**config.mk**
```make
export PLATFORM = sky130hd
export DESIGN_NAME = regwrite_queue
export DESIGN_NICKNAME = d
export VERILOG_FILES = /design/src/rtl/regwrite_queue.sv
export SDC_FILE = /design/constraint.sdc
export NUM_CORES = 1
export LEC_CHECK = 0
export CORE_MARGIN = 1.5
export CORE_UTILIZATION = 56
export CTS_CLUSTER_SIZE = 40
export DETAILED_ROUTE_END_ITERATION = 16
export PLACE_DENSITY = 0.82
export SLEW_MARGIN = 20
export SYNTH_ARGS = -nofsm -noshare
export SYNTH_HDL_FRONTEND = slang
export SYNTH_SLANG_ARGS = --single-unit
export TNS_END_PERCENT = 100
```
**constraint.sdc**
```tcl
create_clock -name clock -period 6.5 [get_ports clock]
set_input_delay 0.975 -clock clock [delete_from_list [all_inputs] [get_ports clock]]
set_output_delay 0.975 -clock clock [all_outputs]
set_load 0.1 [all_outputs]
```
**src/rtl/regwrite_queue.sv**
```systemverilog
// Purpose : buffers writeback results and drains them one per cycle into the
//           register file write port; forwards queued values to two decode readers.
// Latency : entry pushed at edge N is presented on WriteReg/WriteData/hit* after
//           edge N and commits at the first later edge with rf_grant high.
// Backpressure: in_ready drops when all DEPTH entries are occupied, even if the
//           head is draining the same cycle (no pass-through).
//
// Ports:
//   clock, reset_n            clock, asynchronous active-low reset
//   in_valid/in_ready         writeback handshake, in_reg/in_data payload
//   flush                     discard every queued entry
//   rf_grant                  register-file write port available this cycle
//   RegWrite/WriteReg/WriteData  register-file write port
//   Read1/Read2 -> hit1/fwd1, hit2/fwd2   forwarding lookups (youngest match)
//   count                     entries currently queued
module regwrite_queue #(
    parameter int DEPTH  = 4,
    parameter int DATA_W = 64,
    parameter int ADDR_W = 5
) (
    input  logic                       clock,
    input  logic                       reset_n,
    input  logic                       in_valid,
    output logic                       in_ready,
    input  logic [ADDR_W-1:0]          in_reg,
    input  logic [DATA_W-1:0]          in_data,
    input  logic                       flush,
    input  logic                       rf_grant,
    output logic                       RegWrite,
    output logic [ADDR_W-1:0]          WriteReg,
    output logic [DATA_W-1:0]          WriteData,
    input  logic [ADDR_W-1:0]          Read1,
    input  logic [ADDR_W-1:0]          Read2,
    output logic                       hit1,
    output logic                       hit2,
    output logic [DATA_W-1:0]          fwd1,
    output logic [DATA_W-1:0]          fwd2,
    output logic [$clog2(DEPTH):0]     count
);

    localparam int PTR_W = $clog2(DEPTH);
    localparam int CNT_W = PTR_W + 1;
    // XZR: architecturally hard-wired zero, never stored or forwarded.
    localparam logic [ADDR_W-1:0] XZR = ADDR_W'(31);

    logic [PTR_W-1:0]  head_q, head_d;
    logic [PTR_W-1:0]  tail_q, tail_d;
    logic [CNT_W-1:0]  count_q, count_d;

    // Entry storage carries no reset; validity is tracked by head/count only.
    logic [ADDR_W-1:0] reg_mem  [DEPTH];
    logic [DATA_W-1:0] data_mem [DEPTH];

    logic not_empty;
    logic push;
    logic pop;
    logic [PTR_W-1:0] fwd_idx;

    assign not_empty = (count_q != '0);
    assign in_ready  = (count_q != CNT_W'(DEPTH));
    // Writes to XZR are consumed by the handshake but dropped here.
    assign push      = in_valid && in_ready && !flush && (in_reg != XZR);
    assign pop       = not_empty && rf_grant && !flush;

    assign RegWrite  = pop;
    assign WriteReg  = not_empty ? reg_mem[head_q]  : '0;
    assign WriteData = not_empty ? data_mem[head_q] : '0;
    assign count     = count_q;

    always_comb begin
        head_d  = head_q;
        tail_d  = tail_q;
        count_d = count_q;
        if (flush) begin
            head_d  = '0;
            tail_d  = '0;
            count_d = '0;
        end else begin
            if (push) begin
                tail_d = tail_q + 1'b1;
            end
            if (pop) begin
                head_d = head_q + 1'b1;
            end
            case ({push, pop})
                2'b10:   count_d = count_q + 1'b1;
                2'b01:   count_d = count_q - 1'b1;
                default: count_d = count_q;
            endcase
        end
    end

    always_ff @(posedge clock or negedge reset_n) begin
        if (!reset_n) begin
            head_q  <= '0;
            tail_q  <= '0;
            count_q <= '0;
        end else begin
            head_q  <= head_d;
            tail_q  <= tail_d;
            count_q <= count_d;
        end
    end

    always_ff @(posedge clock) begin
        if (push) begin
            reg_mem[tail_q]  <= in_reg;
            data_mem[tail_q] <= in_data;
        end
    end

    // Walk valid entries oldest to youngest so a later match overrides an
    // earlier one: the result is the most recent queued value for that index.
    always_comb begin
        hit1    = 1'b0;
        hit2    = 1'b0;
        fwd1    = '0;
        fwd2    = '0;
        fwd_idx = '0;
        for (int i = 0; i < DEPTH; i++) begin
            fwd_idx = head_q + PTR_W'(i);
            if (CNT_W'(i) < count_q) begin
                if ((reg_mem[fwd_idx] == Read1) && (Read1 != XZR)) begin
                    hit1 = 1'b1;
                    fwd1 = data_mem[fwd_idx];
                end
                if ((reg_mem[fwd_idx] == Read2) && (Read2 != XZR)) begin
                    hit2 = 1'b1;
                    fwd2 = data_mem[fwd_idx];
                end
            end
        end
    end

endmodule

```
==> metrics.csv <==
stage,metric,value,unit
outcome,status,finished clean,
power_and_ir_drop,power_density,460,nW/um2
sta,setup_viol,0,
routing,drt-total-wl,57600,um
place,dp_cells,2647,
clock_tree,cts_sinks,283,
setup_path,critPathMaxStageDelay,0.99,ns
place,dpl-instance-area,22500,um2
sta,post-route-min-period,5.84,ns
die,start_util,57.3,%
sta,setup_tns,0,ns
power_and_ir_drop,cellLeakagePower,0.00826,uW
synth,ys_types,50,
die,dieArea,36800,um2
layout,utilization,67.3,%
layout,final_cell_area,23400,um2
clock_tree,clock_latency,0.55,ns
synth,synth_ff_type,edfxtp_1,
synth,synth_cells,2072,
clock_tree,cts_tree,yes,
layout,layout.nets,2316,
sta,rsz0062_at_grt,false,
die,dieWidth,192,um
sta,slew_viol_final,0,
synth,syn_area,20000,um2
global_route,antenna_found_initial,3,
clock_tree,cts_resized,0,
layout,stdcell_count,2701,
setup_path,setup.worst_path.class,flop to output pin,
global_route,grt_first_pass_wirelength,88600,um
sta,hold_viol,0,
global_route,top_usage_layer,met2,
sta,tightest_slew,1.07,ns
synth,seq_area_frac_synth,42.4,%
global_route,grt_pass1_vias,16600,
worst_hold_path,hp-class,flop to flop,
clock_tree,clkSlewWorstSetupHoldPaths,0.06,ns
place,port_buffers,287,
clock_tree,ctsLongestPathBuffers,3,
routing,vias_per_cell,6.42,
setup_path,critPathSlowestCell,dfrtp_4,
die,row_count,68,
clock_tree,h-tree-depth,1,
setup_path,end_kind,output pin,
synth,synth.avg_cell_area,9.63,um2
layout,drive_gt1_share,18.5,%
job,max_cap_violations,0,
place,gp_congestion,0.907,
layout,layout_common_cells,"nor2_1, edfxtp_1, nand2_1",
global_route,grt.met3_usage,4.97,%
synth,syn_nets,2164,
routing,drtAntennaViolNets,0,
global_route,overflow,0,
sta,skew,0.0143,ns
layout,layout_commonest_cell,nor2_1,
sta,hold_ws,0.587,ns
synth,ys_seq_elements,283,
die,ios,288,
global_route,grtUsageMet1,39.9,%
routing,drt_iter0_markers,1750,
setup_path,crit_chain,"mux2i_1, nor2_1, a2111oi_0, o2111ai_4, nand2b_2, buf_4, o221a_1, o22ai_1, buf_4",
sta,timing.final.crit_share,89.9,%
clock_tree,cts_setup_buffers,0,
setup_path,crit_path_frequent_cell,buf_4,
sta,fmax,0.171,GHz
synth,ys.warnings.count,0,
global_route,use_met2,51.1,%
sta,relSlewSlack,28.5,%
setup_path,start_kind,flop,
layout,syn2layout_area_growth,17.4,%
synth,synth_async_sr_flop_share,2.47,%
synth,synth_edf_count,276,
clock_tree,root_buffer,clkbuf_16,
setup_path,cp_max_fo,61,
place,dpl.hpwl,36600,um
setup_path,cp.required,5.52,ns
routing,drc,0,
global_route,grt_max_degree,130,
clock_tree,cts_hold_buffers,0,
die,coreArea,34800,um2
power_and_ir_drop,peakVddDrop,576,uV
routing,drt_pass1_iterations,6,
routing,vias,17300,
clock_tree,numCtsBuffers,29,
routing,wire_per_inst,21.3,um
global_route,grt_use_total,30.4,%
die,die_h,192,um
setup_path,worst-endpoint-arrival,4.87,ns
==> per-layer routing <==
metal,share of wire [%],routed length [um]
met5,0,0
met3,10,5840
met1,39,22600
met4,2.8,1640
met2,48,27500
==> where the power goes <==
group	leakage [uW]	internal [uW]	switching, uW
clock network	0.000431	930	676
logic	0.00524	1680	5210
registers	0.00259	2130	143
==> through the flow <==
step / power [uW] / setup slack [ns]
floorplan: 7650 / 0.438
global placement: 9040 / 1.06
detailed placement: 9120 / 1.02
CTS: 10700 / 0.742
global route: 11200 / 0.410
finish: 10800 / 0.655
==> cell type report <==
| class | instances | area, um2 |
|---|---|---|
| Multi-Input combinational cell | 1577 | 10600 |
| Timing Repair Buffer | 317 | 2860 |
| Sequential cell | 283 | 8470 |
| Clock buffer | 35 | 748 |
| Fill cell | 2659 | 11400 |
| Antenna cell | 3 | 7.51 |
| Tap cell | 455 | 569 |
| Clock inverter | 15 | 151 |
| Inverter | 16 | 67.6 |
==> worst max-delay path, delay by kind of cell, from the launching register on <==
family,cells,cell delay (ns)
AND/OR/NAND/NOR,2,0.74
buffers and inverters,2,0.81
flip-flops,1,0.99
multiplexers,1,0.41
AO/OA/AOI/OAI,4,1.33
==> cells in the mapped netlist (2+ instances only) <==
library cell | n | share of area (%)
nor2_1 | 322 | 6.1
edfxtp_1 | 276 | 42
nand2_1 | 198 | 3.7
o21ai_0 | 193 | 4.8
mux2_2 | 186 | 10
mux2i_1 | 149 | 7.5
clkbuf_1 | 108 | 2.0
nor2b_1 | 72 | 2.3
o21ai_1 | 66 | 1.7
o22ai_1 | 65 | 2.0
a31oi_1 | 64 | 2.0
nor3b_1 | 64 | 2.4
o221a_1 | 60 | 3.4
buf_2 | 34 | 0.85
buf_1 | 24 | 0.45
xnor2_1 | 23 | 1.0
xor2_1 | 21 | 0.92
buf_6 | 18 | 1.0
inv_1 | 15 | 0.28
a21oi_1 | 14 | 0.35
nor3_1 | 13 | 0.33
mux4_2 | 12 | 1.4
nand4_1 | 9 | 0.28
buf_4 | 8 | 0.30
ha_1 | 8 | 0.50
dfrtp_1 | 7 | 0.88
and2_1 | 6 | 0.19
clkbuf_2 | 4 | 0.10
nand3_1 | 4 | 0.10
o221a_2 | 3 | 0.17
a221oi_1 | 2 | 0.088
nand4b_1 | 2 | 0.088
nor4_1 | 2 | 0.063
o211ai_1 | 2 | 0.075
or2_0 | 2 | 0.063
or2_2 | 2 | 0.063
==> registers in the layout, summed over array words and instances, names as in the netlist <==
register / cells
data_mem: 256
reg_mem: 20
tail_q: 2
head_q: 2
count: 3
==> worst paths after layout <==
kind | cells after the start | to | from | slack [ns]
setup / recovery | 9 | fwd2[26] | head_q[1]$_DFFE_PN0P_ | 0.66
hold / removal | 1 | tail_q[0]$_DFFE_PN0P_ | tail_q[0]$_DFFE_PN0P_ | 0.59
setup reg to reg | 6 | data_mem[3][5]$_DFFE_PP_ | count[0]$_DFFE_PN0P_ | 2.93
hold reg to reg | 1 | tail_q[0]$_DFFE_PN0P_ | tail_q[0]$_DFFE_PN0P_ | 0.59
max in group asynchronous | 1 | head_q[1]$_DFFE_PN0P_ | reset_n | 5.55
min in group asynchronous | 1 | tail_q[1]$_DFFE_PN0P_ | reset_n | 0.69
==> kinds of logic after synthesis <==
kind of cell | after synthesis | synth area share, %
compound gates | 475 | 14.9
fa+ha+maj | 9 | 0.552
xor+xnor | 44 | 1.93
buf+inv | 212 | 5.05
simple gates | 701 | 15.8
mux | 348 | 19.4
flops | 283 | 42.4
Note: power is estimated with default switching activity, not from simulation.
